==> config.mk <==
export PLATFORM = sky130hd
export DESIGN_NAME = inst_decode_stage_flat
export DESIGN_NICKNAME = d
export VERILOG_FILES = /design/src/rtl/inst_decode_stage_pkg.sv /design/src/rtl/inst_decode_stage_if.sv /design/src/rtl/inst_decode_stage_field_decode.sv /design/src/rtl/inst_decode_stage.sv /design/src/flat_wrapper.sv
export SDC_FILE = /design/constraint.sdc
export NUM_CORES = 1
export LEC_CHECK = 0
export CAP_MARGIN = 20
export CORE_ASPECT_RATIO = 0.75
export CORE_MARGIN = 4
export CORE_UTILIZATION = 30
export CTS_BUF_LIST = sky130_fd_sc_hd__clkbuf_4 sky130_fd_sc_hd__clkbuf_8
export DETAILED_ROUTE_END_ITERATION = 12
export GPL_TIMING_DRIVEN = 0
export SETUP_SLACK_MARGIN = 0.05
export SYNTH_ARGS = -nofsm -noshare
export SYNTH_HDL_FRONTEND = slang
export SYNTH_SLANG_ARGS = --single-unit
==> constraint.sdc <==
create_clock -name clk -period 12.35 [get_ports clk]
set_input_delay 1.235 -clock clk [delete_from_list [all_inputs] [get_ports clk]]
set_output_delay 1.235 -clock clk [all_outputs]
set_load 0.005 [all_outputs]
==> src/rtl/inst_decode_stage_pkg.sv <==
// KGP-RISC ISA definitions shared by the decode stage: opcode values,
// instruction field positions and the decoded-entry record.
package kgp_isa_pkg;

    // Opcode values (inst[31:29])
    localparam logic [2:0] OP_ALU    = 3'b000;
    localparam logic [2:0] OP_IMM    = 3'b001;
    localparam logic [2:0] OP_MEM    = 3'b010;
    localparam logic [2:0] OP_JUMP   = 3'b011;
    localparam logic [2:0] OP_BR     = 3'b100;
    localparam logic [2:0] OP_BRCOND = 3'b101;

    // Field slice positions within the 32-bit instruction word
    localparam int OPC_HI = 31;
    localparam int OPC_LO = 29;
    localparam int RS_HI  = 28;
    localparam int RS_LO  = 24;
    localparam int RT_HI  = 23;
    localparam int RT_LO  = 19;
    localparam int SH_HI  = 18;
    localparam int SH_LO  = 14;
    localparam int FN_HI  = 13;
    localparam int FN_LO  = 10;

    // Decoded instruction record; the PC is carried alongside by the FIFO
    typedef struct packed {
        logic [2:0]  opcode;
        logic [4:0]  rs;
        logic [4:0]  rt;
        logic [4:0]  shamt;
        logic [3:0]  func;
        logic [21:0] imm;
        logic [24:0] label;
        logic        mem_write;
        logic        mem_read;
        logic        reg_write;
        logic        is_jump;
        logic        illegal;
    } dec_entry_t;

    // Opcodes 110 and 111 are unassigned
    function automatic logic is_illegal_op(input logic [2:0] op);
        return op[2] & op[1];
    endfunction

endpackage

==> src/rtl/inst_decode_stage_if.sv <==
// Fetch-side and execute-side handshake bundle of the decode stage.
// master: fetch/execute environment; slave: the decode stage itself.
interface inst_decode_stage_if #(
    parameter int PC_W   = 32,
    parameter int REG_AW = 5
);
    // Fetch side
    logic              in_valid;
    logic              in_ready;
    logic [31:0]       inst;
    logic [PC_W-1:0]   pc;
    logic              flush;

    // Execute side
    logic              out_valid;
    logic              out_ready;
    logic [PC_W-1:0]   out_pc;
    logic [2:0]        opcode;
    logic [REG_AW-1:0] rs_addr;
    logic [REG_AW-1:0] rt_addr;
    logic [4:0]        shamt;
    logic [3:0]        func;
    logic [21:0]       imm;
    logic [24:0]       label;
    logic              mem_write;
    logic              mem_read;
    logic              reg_write;
    logic              is_jump;
    logic              illegal;

    modport master (
        output in_valid, inst, pc, flush, out_ready,
        input  in_ready, out_valid, out_pc, opcode, rs_addr, rt_addr, shamt,
               func, imm, label, mem_write, mem_read, reg_write, is_jump, illegal
    );

    modport slave (
        input  in_valid, inst, pc, flush, out_ready,
        output in_ready, out_valid, out_pc, opcode, rs_addr, rt_addr, shamt,
               func, imm, label, mem_write, mem_read, reg_write, is_jump, illegal
    );

endinterface

==> src/rtl/inst_decode_stage_field_decode.sv <==
// Combinational KGP-RISC field decoder: instruction word -> decoded record.
// Fields not used by an opcode are zero.
module inst_field_decode
    import kgp_isa_pkg::*;
(
    input  logic [31:0] inst_i,
    output dec_entry_t  dec_o
);

    // Slice fields per opcode, then derive the control flags
    always_comb begin
        // NOTE: every field gets a default first so no path leaves it unassigned (no latch).
        dec_o        = '0;
        dec_o.opcode = inst_i[OPC_HI:OPC_LO];
        case (inst_i[OPC_HI:OPC_LO])
            OP_ALU: begin
                dec_o.rs    = inst_i[RS_HI:RS_LO];
                dec_o.rt    = inst_i[RT_HI:RT_LO];
                dec_o.shamt = inst_i[SH_HI:SH_LO];
                dec_o.func  = inst_i[FN_HI:FN_LO];
            end
            OP_IMM: begin
                dec_o.rs   = inst_i[RS_HI:RS_LO];
                dec_o.func = {2'b00, inst_i[1:0]};
                dec_o.imm  = inst_i[23:2];
            end
            OP_MEM: begin
                dec_o.rs   = inst_i[RS_HI:RS_LO];
                dec_o.rt   = inst_i[RT_HI:RT_LO];
                dec_o.func = {3'b000, inst_i[0]};
                dec_o.imm  = {4'b0000, inst_i[18:1]};
            end
            OP_JUMP: begin
                dec_o.func  = inst_i[3:0];
                dec_o.label = inst_i[28:4];
            end
            OP_BR: begin
                dec_o.rs = inst_i[RS_HI:RS_LO];
            end
            OP_BRCOND: begin
                dec_o.rs    = inst_i[RS_HI:RS_LO];
                dec_o.label = {5'b00000, inst_i[23:4]};
                dec_o.func  = inst_i[3:0];
            end
            default: ;
        endcase

        dec_o.illegal   = is_illegal_op(dec_o.opcode);
        dec_o.mem_write = (dec_o.opcode == OP_MEM) && (dec_o.func == 4'd1);
        dec_o.mem_read  = (dec_o.opcode == OP_MEM) && (dec_o.func == 4'd0);
        dec_o.reg_write = (dec_o.opcode == OP_ALU) || (dec_o.opcode == OP_IMM) ||
                          dec_o.mem_read;
        dec_o.is_jump   = (dec_o.opcode == OP_JUMP) || (dec_o.opcode == OP_BR) ||
                          (dec_o.opcode == OP_BRCOND);
    end

endmodule

==> src/rtl/inst_decode_stage.sv <==
// Registered instruction decode stage: decodes at FIFO write, presents the
// head entry to execute from registers. Flush empties the queue.
// Optional macro ILLEGAL_TRAP_EN: sticky illegal_trap output that stalls the
// stage after an illegal entry is consumed, until flush or rst.
module inst_decode_stage
    import kgp_isa_pkg::*;
#(
    parameter int PC_W   = 32,
    parameter int DEPTH  = 2,
    parameter int REG_AW = 5
) (
    input  logic             clk,
    input  logic             rst,
    inst_decode_stage_if.slave bus
`ifdef ILLEGAL_TRAP_EN
    ,
    output logic             illegal_trap
`endif
);

    localparam int AW = $clog2(DEPTH);
    localparam int CW = AW + 1;

    typedef struct packed {
        logic [PC_W-1:0] pc;
        dec_entry_t      dec;
    } entry_t;

    entry_t          mem_q [DEPTH];
    entry_t          head;
    dec_entry_t      wr_dec;
    logic [AW-1:0]   wr_ptr_q, wr_ptr_d;
    logic [AW-1:0]   rd_ptr_q, rd_ptr_d;
    logic [CW-1:0]   count_q, count_d;
    logic            push, pop;
    logic            trap_blk;

    inst_field_decode u_field_decode (
        .inst_i (bus.inst),
        .dec_o  (wr_dec)
    );

`ifdef ILLEGAL_TRAP_EN
    logic trap_q, trap_d;

    // Trap sets when an illegal head is consumed; flush clears it
    always_comb begin
        trap_d = bus.flush ? 1'b0 : (trap_q | (pop & head.dec.illegal));
    end

    // Trap register
    always_ff @(posedge clk or posedge rst) begin
        if (rst) trap_q <= 1'b0;
        else     trap_q <= trap_d;
    end

    assign trap_blk     = trap_q;
    assign illegal_trap = trap_q;
`else
    assign trap_blk = 1'b0;
`endif

    // A pop from a full queue frees a slot in the same cycle
    assign bus.in_ready  = !trap_blk && ((count_q < CW'(DEPTH)) || bus.out_ready);
    assign bus.out_valid = !trap_blk && (count_q != '0);
    assign push          = bus.in_valid && bus.in_ready && !bus.flush;
    assign pop           = bus.out_valid && bus.out_ready;

    // Pointer and occupancy next state; flush overrides push and pop
    always_comb begin
        wr_ptr_d = wr_ptr_q;
        rd_ptr_d = rd_ptr_q;
        count_d  = count_q;
        if (bus.flush) begin
            wr_ptr_d = '0;
            rd_ptr_d = '0;
            count_d  = '0;
        end else begin
            if (push) wr_ptr_d = wr_ptr_q + AW'(1);
            if (pop)  rd_ptr_d = rd_ptr_q + AW'(1);
            count_d = count_q + CW'(push) - CW'(pop);
        end
    end

    // Pointer and occupancy registers
    always_ff @(posedge clk or posedge rst) begin
        // NOTE: sequential state uses non-blocking assignments so all registers update together.
        if (rst) begin
            wr_ptr_q <= '0;
            rd_ptr_q <= '0;
            count_q  <= '0;
        end else begin
            wr_ptr_q <= wr_ptr_d;
            rd_ptr_q <= rd_ptr_d;
            count_q  <= count_d;
        end
    end

    // Entry storage, written with the decoded instruction on accept
    always_ff @(posedge clk or posedge rst) begin
        // NOTE: storage is reset so the head outputs read all-zero out of reset.
        if (rst) begin
            for (int i = 0; i < DEPTH; i++) mem_q[i] <= '0;
        end else if (push) begin
            mem_q[wr_ptr_q] <= '{pc: bus.pc, dec: wr_dec};
        end
    end

    // Head outputs come straight from the stored entry
    assign head          = mem_q[rd_ptr_q];
    assign bus.out_pc    = head.pc;
    assign bus.opcode    = head.dec.opcode;
    assign bus.rs_addr   = REG_AW'(head.dec.rs);
    assign bus.rt_addr   = REG_AW'(head.dec.rt);
    assign bus.shamt     = head.dec.shamt;
    assign bus.func      = head.dec.func;
    assign bus.imm       = head.dec.imm;
    assign bus.label     = head.dec.label;
    assign bus.mem_write = head.dec.mem_write;
    assign bus.mem_read  = head.dec.mem_read;
    assign bus.reg_write = head.dec.reg_write;
    assign bus.is_jump   = head.dec.is_jump;
    assign bus.illegal   = head.dec.illegal;

endmodule

==> src/flat_wrapper.sv <==
// flat-port wrapper written by rule: the top's interface ports become plain ports
module inst_decode_stage_flat import kgp_isa_pkg::*;
#(
    parameter int PC_W   = 32,
    parameter int DEPTH  = 2,
    parameter int REG_AW = 5
)
  (clk, rst, bus_in_valid, bus_inst, bus_pc, bus_flush, bus_out_ready, bus_in_ready, bus_out_valid, bus_out_pc, bus_opcode, bus_rs_addr, bus_rt_addr, bus_shamt, bus_func, bus_imm, bus_label, bus_mem_write, bus_mem_read, bus_reg_write, bus_is_jump, bus_illegal);
  inst_decode_stage_if #(.PC_W(PC_W), .REG_AW(REG_AW)) bus_i ();
  input  logic clk;
  input  logic rst;
  input wire logic [$bits(bus_i.in_valid)-1:0] bus_in_valid;
  input wire logic [$bits(bus_i.inst)-1:0] bus_inst;
  input wire logic [$bits(bus_i.pc)-1:0] bus_pc;
  input wire logic [$bits(bus_i.flush)-1:0] bus_flush;
  input wire logic [$bits(bus_i.out_ready)-1:0] bus_out_ready;
  output wire logic [$bits(bus_i.in_ready)-1:0] bus_in_ready;
  output wire logic [$bits(bus_i.out_valid)-1:0] bus_out_valid;
  output wire logic [$bits(bus_i.out_pc)-1:0] bus_out_pc;
  output wire logic [$bits(bus_i.opcode)-1:0] bus_opcode;
  output wire logic [$bits(bus_i.rs_addr)-1:0] bus_rs_addr;
  output wire logic [$bits(bus_i.rt_addr)-1:0] bus_rt_addr;
  output wire logic [$bits(bus_i.shamt)-1:0] bus_shamt;
  output wire logic [$bits(bus_i.func)-1:0] bus_func;
  output wire logic [$bits(bus_i.imm)-1:0] bus_imm;
  output wire logic [$bits(bus_i.label)-1:0] bus_label;
  output wire logic [$bits(bus_i.mem_write)-1:0] bus_mem_write;
  output wire logic [$bits(bus_i.mem_read)-1:0] bus_mem_read;
  output wire logic [$bits(bus_i.reg_write)-1:0] bus_reg_write;
  output wire logic [$bits(bus_i.is_jump)-1:0] bus_is_jump;
  output wire logic [$bits(bus_i.illegal)-1:0] bus_illegal;
  assign bus_i.in_valid = bus_in_valid;
  assign bus_i.inst = bus_inst;
  assign bus_i.pc = bus_pc;
  assign bus_i.flush = bus_flush;
  assign bus_i.out_ready = bus_out_ready;
  assign bus_in_ready = bus_i.in_ready;
  assign bus_out_valid = bus_i.out_valid;
  assign bus_out_pc = bus_i.out_pc;
  assign bus_opcode = bus_i.opcode;
  assign bus_rs_addr = bus_i.rs_addr;
  assign bus_rt_addr = bus_i.rt_addr;
  assign bus_shamt = bus_i.shamt;
  assign bus_func = bus_i.func;
  assign bus_imm = bus_i.imm;
  assign bus_label = bus_i.label;
  assign bus_mem_write = bus_i.mem_write;
  assign bus_mem_read = bus_i.mem_read;
  assign bus_reg_write = bus_i.reg_write;
  assign bus_is_jump = bus_i.is_jump;
  assign bus_illegal = bus_i.illegal;
  inst_decode_stage #(.PC_W(PC_W), .DEPTH(DEPTH), .REG_AW(REG_AW)) u_core (.clk(clk), .rst(rst), .bus(bus_i));
endmodule
### After elaboration in Yosys (flattened, before gate mapping)

Index checks and enable logic that the tools add are counted.

| storage, ports and cells | value |
|---|---|
| bits in registers | 216 |
| bits of input ports | 69 |
| output and inout bits | 108 |
| logic and storage cells | 83 |

| cells by class | value |
|---|---|
| add/subtract/negate cells | 4 |
| magnitude comparators | 4 |
| equal/unequal tests | 6 |
| mux-type cells | 17 |
| bitwise gates (word level) | 3 |
| reductions and logical operators | 20 |

Operators by type and width:

| operator | count |
|---|---|
| $mux W106 | 4 |
| $bwmux W212 | 1 |
| $demux W106 S1 | 1 |
| $pmux W25 S2 | 1 |
| $pmux W22 S2 | 1 |
| $pmux W4 S4 | 1 |
| $mux W5 | 3 |
| $eq A3 B2 Y1 const B | 2 |
| $eq A3 B3 Y1 const B | 2 |
| $logic_and A1 B1 Y1 | 6 |
| $reduce_bool A2 Y1 | 3 |
| $logic_or A1 B1 Y1 | 5 |
| $reduce_or A5 Y1 | 1 |
| $eq A4 B1 Y1 const B | 1 |
| $ge A2 B2 Y1 const B | 2 |
| $logic_not A4 Y1 | 1 |
| $mux W1 | 4 |
| $not A1 Y2 | 2 |
| $reduce_or A2 Y1 | 2 |
| $eq A3 B1 Y1 const B | 1 |
| $logic_not A3 Y1 | 1 |
| $add A1 B1 Y1 const B | 2 |
| $add A2 B1 Y2 | 1 |
| $lt A2 B1 Y1 const B | 1 |
| 5 further kinds | 5 |

### Depth between registers and ports, before layout

Gate-level depths: netlist of the first run.

| logic depth | value |
|---|---|
| depth after elaboration | 7 |
| depth in mapped cells | 6 |
| mapped depth without buffers | 6 |

### Hierarchy

From an unflattened synthesis of the first run, not the netlist that was laid out.

| unflattened totals | value |
|---|---|
| cell total of the unflattened synthesis | 739 |
| area, all modules | 10348.7 sq um |

By module, submodules not included:

| module | instances | cells each | area each (sq um) | seq. area each (sq um) |
|---|---|---|---|---|
| inst_decode_stage | 1 | 590 | 9327.7 | 5405.2 |
| inst_field_decode | 1 | 149 | 1021.0 | 0.0 |

### Worst setup path before layout of the first run

Ideal clock, no wire load.

| path | value |
|---|---|
| path kind | input to output |
| from | in bus_out_ready |
| to | out bus_in_ready |
| data arrival time | 1.559 ns |
| required time | 11.115 ns |
| setup slack | 9.556 ns |
| stages | 2 |
| buffers on the path | 0 |
| cell sequence | and2b_4 > inv_1 |

| on the way | value |
|---|---|
| longest elaborated chain between the ends | 1 |

RTL lines:

| what | RTL line | text |
|---|---|---|
| start: declaration | flat_wrapper.sv:16 | `input wire logic [$bits(bus_i.out_ready)-1:0] bus_out_ready;` |
| $logic_or A1 B1 Y1 | inst_decode_stage.sv:64 | `assign bus.in_ready = !trap_blk && ((count_q < CW'(DEPTH)) \|\| bus.out_ready);` |
| end: declaration | flat_wrapper.sv:17 | `output wire logic [$bits(bus_i.in_ready)-1:0] bus_in_ready;` |

No other way between the ends.

### Worst setup path in the final report of the first run

| path | value |
|---|---|
| from | reg u_core.rd_ptr_q |
| to | out bus_rs_addr[3] |

| on the way | value |
|---|---|
| longest elaborated chain between the ends | 4 |

RTL lines:

| what | RTL line | text |
|---|---|---|
| start: declaration | inst_decode_stage.sv:33 | `logic [AW-1:0] rd_ptr_q, rd_ptr_d;` |
| start signal: assignment | inst_decode_stage.sv:94 | `rd_ptr_q <= rd_ptr_d;` |
| $not A1 Y2 (not written as such) | inst_decode_stage.sv:110 | `assign head = mem_q[rd_ptr_q];` |
| $mux W106 (not written as such) (3 in a row) | inst_decode_stage.sv:110 |  |
| end: declaration | flat_wrapper.sv:21 | `output wire logic [$bits(bus_i.rs_addr)-1:0] bus_rs_addr;` |

No other way between the ends. The select of a mux whose other input is x is not followed.

==> results.ini, run 1 <==
[synth]
synth_top_family_by_area = multiplexers
yosys.area_share.simple_pct = 6.79
synthCells = 726
synth-compound-area-share_pct = 1.66
synth_edf_count = 0
synth-xor-area-share_pct = 0.345
yosys.area_share.adder_pct = 0.246
ys_types = 36
ys.flop_type = dfrtp_1
syn-cell-area_sq_um = 10200
syn-num-nets = 797
muxShareOfSynthArea_pct = 35.2
ys_ff_latch = 216
synth_seq_area_share_pct = 53.2
async_flop_share_pct = 100
synth_area_per_cell_sq_um = 14.0
ys_warn_count = 0

[pwr]
seqPwrFrac_pct = 39.0
switchingPower_uw = 697
p_leak_uw = 0.00594
p_int_uw = 1790
switching_share_pct = 28.0
clkPwrFrac_pct = 28.0
combPwrFrac_pct = 33.1
power_density_nw_per_um2 = 187
worst_ir_drop_vdd_uv = 79.2

[global_route]
overflow = 0
track_usage_pct = 15.4
antenna_found_initial = 3
grt_max_degree = 120
grt_pass1_vias = 7298
grt_pass1_wl_mm = 43.5

[clock_network]
path_clk_slew_ns = 0.06
cts-buffers-inserted = 39
postCtsSetupRepairBufs = 0
cts_max_path_buffers = 3
clock-sinks = 216
h-tree-depth = 2
root_buffer = clkbuf_8
cts_tree = done
ctsResizeCount = 0
cts_hold_buf = 0
clock_latency_ns = 0.55

[drt]
routedWlPerCell_microns = 19.9
routed_wl_mm = 28.3
vias = 6597
drc_errors = 0
routed_via_density = 4.64
dr.pass1.iters = 4
drtAntennaViolNets = 0
dr.first_iter.drc_count = 235

[floorplanning]
rows = 58
die-height_microns = 167
die_width_microns = 220
core_sq_um = 33500
die-area_sq_um = 36900
ios = 177
start_util_pct = 30.4

[layout]
drive_gt1_share_pct = 39.1
post-route-util_pct = 39.8
design_area_sq_um = 13300
nFillCells = 3192
multi_input_comb_area_sq_um = 4500
area_growth_pct = 31.2
register_area_sq_um = 5410
fin_nets = 1016

[timing]
timing.final.crit_share_pct = 35.5
hold_violations = 0
min_period_ns = 4.39
worstMarginPinSlew_ns = 1.02
relSlewSlack_pct = 32.1
drv_slew = 0
holdWs_ns = 0.478
tns_ns = 0
timing.final.ws_setup_ns = 7.96
setup_violations = 0
rsz0062_at_grt = no
fmax_ghz = 0.228
skew_ns = 0.0169

[job]
drv_cap = 0

[min_path]
hold_depth = 1
hold_path.class = register to register
whs_endpoint = u_core.mem_q[204]
hold_start = u_core.mem_q[204]

[worst_setup_path]
crit_slowest_cell = clkbuf_1
cp-start-kind = register
critPathCaptureType = primary output
critPathKind = register to primary output
slowest_delay_ns = 0.55
arrival_ns = 3.15
reg2reg_depth = 5
crit_top_cell = clkbuf_1
r2r_slack_ns = 10.06
path_delay_family = buffers and inverters
critPathBufInv = 4
cp_max_fo = 10
path_cells = clkbuf_1, clkbuf_1, buf_2, mux2_2, clkdlybuf4s50_1
cp.required_ns = 11.11
rr_startpoint = u_core.count_q[1]
r2r_end = u_core.mem_q[164]

[placed_design]
port_buffers = 176
dpl.hpwl_mm = 20.2
post-place-ws_ns = 8.42
place_area_sq_um = 12500
gp_congestion = 0.738

[status]
status = finished clean

## layer usage
metal / part of all wire, % / vias to the layer above / track usage, %
li1: - / 3043 / -
met1: 49 / 3358 / 21.5
met2: 44 / 140 / 23.3
met3: 5.9 / 50 / 4.64
met4: 2.0 / 6 / 4.12
met5: 0.12 / - / 0
## cell families (layout without fill, tap and decap cells)
| kind of cell | count (synthesis) | in the layout |
|---|---|---|
| AOI/OAI and AO/OA | 29 | 29 |
| xor gates and xnor gates | 4 | 4 |
| adders and majority gates | 2 | 2 |
| buffers and inverters | 57 | 303 |
| DFF | 216 | 216 |
| muxes | 318 | 318 |
| other | 0 | 1 |
| and+or+nand+nor | 100 | 100 |
## layout by cell type, fill, tap and decap left out, types with 2 or more instances in the layout
| cell type | instances |
|---|---|
| mux2_2 | 278 |
| dfrtp_1 | 216 |
| clkdlybuf4s50_1 | 176 |
| clkbuf_8 | 49 |
| mux2_1 | 40 |
| nand3b_1 | 36 |
| and2_1 | 25 |
| clkbuf_1 | 25 |
| and3_1 | 21 |
| buf_2 | 21 |
| a21oi_1 | 20 |
| clkbuf_4 | 11 |
| clkinv_2 | 6 |
| inv_1 | 4 |
| nor2_1 | 4 |
| buf_4 | 4 |
| clkinvlp_4 | 3 |
| o21a_1 | 2 |
| o21ai_0 | 2 |
| nor3_1 | 2 |
| xor2_1 | 2 |
| a32o_1 | 2 |
| xnor2_1 | 2 |
| ha_1 | 2 |
## worst max-delay path by stage
stage | endpoint | slack (ns) | startpoint | depth (start not counted)
after floorplan | u_core.count_q[0] | 5.21 | rst | 1
after global placement | u_core.mem_q[143] | 1.91 | rst | 2
after detailed placement | bus_rs_addr[2] | 8.42 | u_core.rd_ptr_q | 5
after CTS | bus_rs_addr[2] | 7.82 | u_core.rd_ptr_q | 5
after global routing | bus_rs_addr[2] | 7.73 | u_core.rd_ptr_q | 5
final | bus_rs_addr[3] | 7.96 | u_core.rd_ptr_q | 5
## metrics by stage
step	std cells	power [uW]
2_1_floorplan	726	1400
3_3_place_gp	1352	1810
3_5_place_dp	1353	1820
4_1_cts	1421	2540
5_1_grt	1422	2640
6_report	1423	2490
## power groups by stage
stage	Clock, uW	Sequential (uW)	Combinational [uW]
global route	757	989	893
global placement	0	974	832
floorplan	0	955	444
CTS	724	969	845
finish	695	969	823
detailed placement	0	981	840
## synth_stat cells (2+ instances only)
library cell | n | area (sq um)
mux2_2 | 278 | 3130
and2_1 | 25 | 156
ha_1 | 2 | 25.0
inv_1 | 5 | 18.8
mux2_1 | 40 | 450
xor2_1 | 2 | 17.5
xnor2_1 | 2 | 17.5
nor3_1 | 2 | 10.0
and3_1 | 21 | 131
a21oi_1 | 20 | 100
nand3b_1 | 36 | 270
nor2_1 | 4 | 15.0
dfrtp_1 | 216 | 5410
clkbuf_1 | 25 | 93.8
buf_4 | 4 | 30.0
a32o_1 | 2 | 20.0
o21a_1 | 2 | 15.0
o21ai_0 | 2 | 10.0
buf_2 | 21 | 105
## layout make-up
cell class,count,area share [%]
multi-input cells,453,33.7
repair buffers,178,13.5
flip-flops and latches,216,40.5
clock inverters,9,0.394
plain buffers,51,1.75
diodes,1,0.0188
clock buffers,59,5.62
well taps,450,4.22
inverters,6,0.225
## state kept, by name, indices dropped and copies added, names as in the netlist
register,count
u_core.rd_ptr_q,1
u_core.count_q,2
u_core.wr_ptr_q,1
u_core.mem_q,212
Note: power is estimated with default switching activity, not from simulation.
==> run 2, diff against run 1 <==
clock period = 4 ns   (was 12.35 ns; I/O delays follow)
==> results.ini, run 2 (synthesis results as in run 1) <==
[global_route]
overflow = 0
antenna_found_initial = 5
grt_max_degree = 42
grt_pass1_vias = 7230
track_usage_pct = 15.5
grt_pass1_wl_mm = 43.8

[placed_design]
port_buffers = 176
gp_congestion = 0.776
post-place-ws_ns = 0.876
place_area_sq_um = 12600
dpl.hpwl_mm = 20.7

[floorplanning]
ios = 177
die_width_microns = 220
core_sq_um = 33500
start_util_pct = 30.4
die-height_microns = 167
die-area_sq_um = 36900
rows = 58

[layout]
area_growth_pct = 32.5
top_register = u_core.mem_q
final_cell_mix = 278 x mux2_2, 216 x dfrtp_1, 176 x clkdlybuf4s50_1
fin_nets = 1021
drive_gt1_share_pct = 39.5
largest_reg_flops = 212
design_area_sq_um = 13500
largestRegisters = u_core.mem_q: 212 flops, u_core.count_q: 2 flops
final_common_cell = mux2_2

[worst_setup_path]
cp-start-kind = register
slowest_delay_ns = 0.54
path_delay_family = buffers and inverters
r2r_end = u_core.mem_q[173]
crit_top_cell = clkbuf_1
rr_startpoint = u_core.count_q[1]
path_cells = clkbuf_1, clkbuf_1, buf_2, mux2_2, clkdlybuf4s50_1
cp.depth = 5
cp_max_fo = 10
arrival_ns = 3.20
critPathCaptureType = primary output
cp.required_ns = 3.60
critPathKind = register to primary output
reg2reg_depth = 5
critPathBufInv = 4
r2r_slack_ns = 1.66
crit_slowest_cell = clkbuf_1

[drt]
dr.pass1.iters = 6
drtAntennaViolNets = 0
routed_via_density = 4.71
routedWlPerCell_microns = 20.0
dr.first_iter.drc_count = 345
routed_wl_mm = 28.6
drc_errors = 0
vias = 6730

[pwr]
power_density_nw_per_um2 = 577
worst_ir_drop_vdd_uv = 253
p_int_uw = 5590
seqPwrFrac_pct = 38.5
clkPwrFrac_pct = 28.5
p_leak_uw = 0.00600
switchingPower_uw = 2180
combPwrFrac_pct = 33.0
switching_share_pct = 28.1

[clock_network]
clock_latency_ns = 0.55
clock-sinks = 216
ctsResizeCount = 0
cts_tree = done
cts_max_path_buffers = 3
path_clk_slew_ns = 0.06
root_buffer = clkbuf_8
cts-buffers-inserted = 39
postCtsSetupRepairBufs = 0
h-tree-depth = 2
cts_hold_buf = 0

[timing]
timing.final.crit_share_pct = 90.0
holdWs_ns = 0.258
hold_violations = 0
worstMarginPinSlew_ns = 0.904
min_period_ns = 3.60
setup_violations = 0
timing.final.ws_setup_ns = 0.399
fmax_ghz = 0.278
rsz0062_at_grt = no
skew_ns = 0.0128
relSlewSlack_pct = 39.7
drv_slew = 0

[min_path]
hold_path.class = input port to async pin

[job]
drv_cap = 0

[status]
status = finished clean

-- run 2: worst max-delay path by stage --
stage                    startpoint                 to  slack, ns
floorplan                       rst  u_core.count_q[0]       0.79
global placement                rst  u_core.mem_q[144]      -1.12
detailed placement  u_core.rd_ptr_q     bus_rs_addr[2]       0.88
CTS                 u_core.rd_ptr_q     bus_rs_addr[2]       0.25
global route        u_core.rd_ptr_q      bus_opcode[2]       0.17
finish              u_core.rd_ptr_q     bus_rs_addr[3]       0.40
-- run 2: layer usage --
metal	vias up	wire, microns	part of all wire [%]	track usage (%)
met5	-	47	0.16	0
met4	6	436	1.5	4.04
met3	47	1820	6.4	4.52
met2	160	12600	44	22.8
met1	3451	13700	48	22.3
li1	3066	-	-	-
-- run 2: final cells by class --
type,instances,area [sq um]
Fill cell,3181,20000
Sequential cell,216,5410
Multi-Input combinational cell,453,4500
Timing Repair Buffer,183,1900
Clock buffer,61,783
Tap cell,450,563
Buffer,51,233
Clock inverter,9,56.3
Inverter,6,26.3
Antenna cell,1,2.50
-- run 2: power groups by stage --
stage               logic, uW  registers [uW]  clock network, uW
floorplan                1370            2950                  0
global placement         2570            3010                  0
detailed placement       2610            3030                  0
CTS                      2630            2990               2300
global route             2780            3060               2400
finish                   2560            2990               2210
-- run 2: through the flow --
step,total power [uW],utilization [%],TNS (ns),std cells
CTS,7920,40.2,0,1428
floorplan,4320,-,0,726
global placement,5580,37.3,-235.07,1352
finish,7770,40.2,0,1430
detailed placement,5640,37.7,0,1358
global route,8240,40.2,0,1430
==> run 3, diff against run 2 <==
SLEW_MARGIN = 0   (was not set)
==> results of run 3 <==
The final DEF is identical to that of run 2; final timing and power are the same.
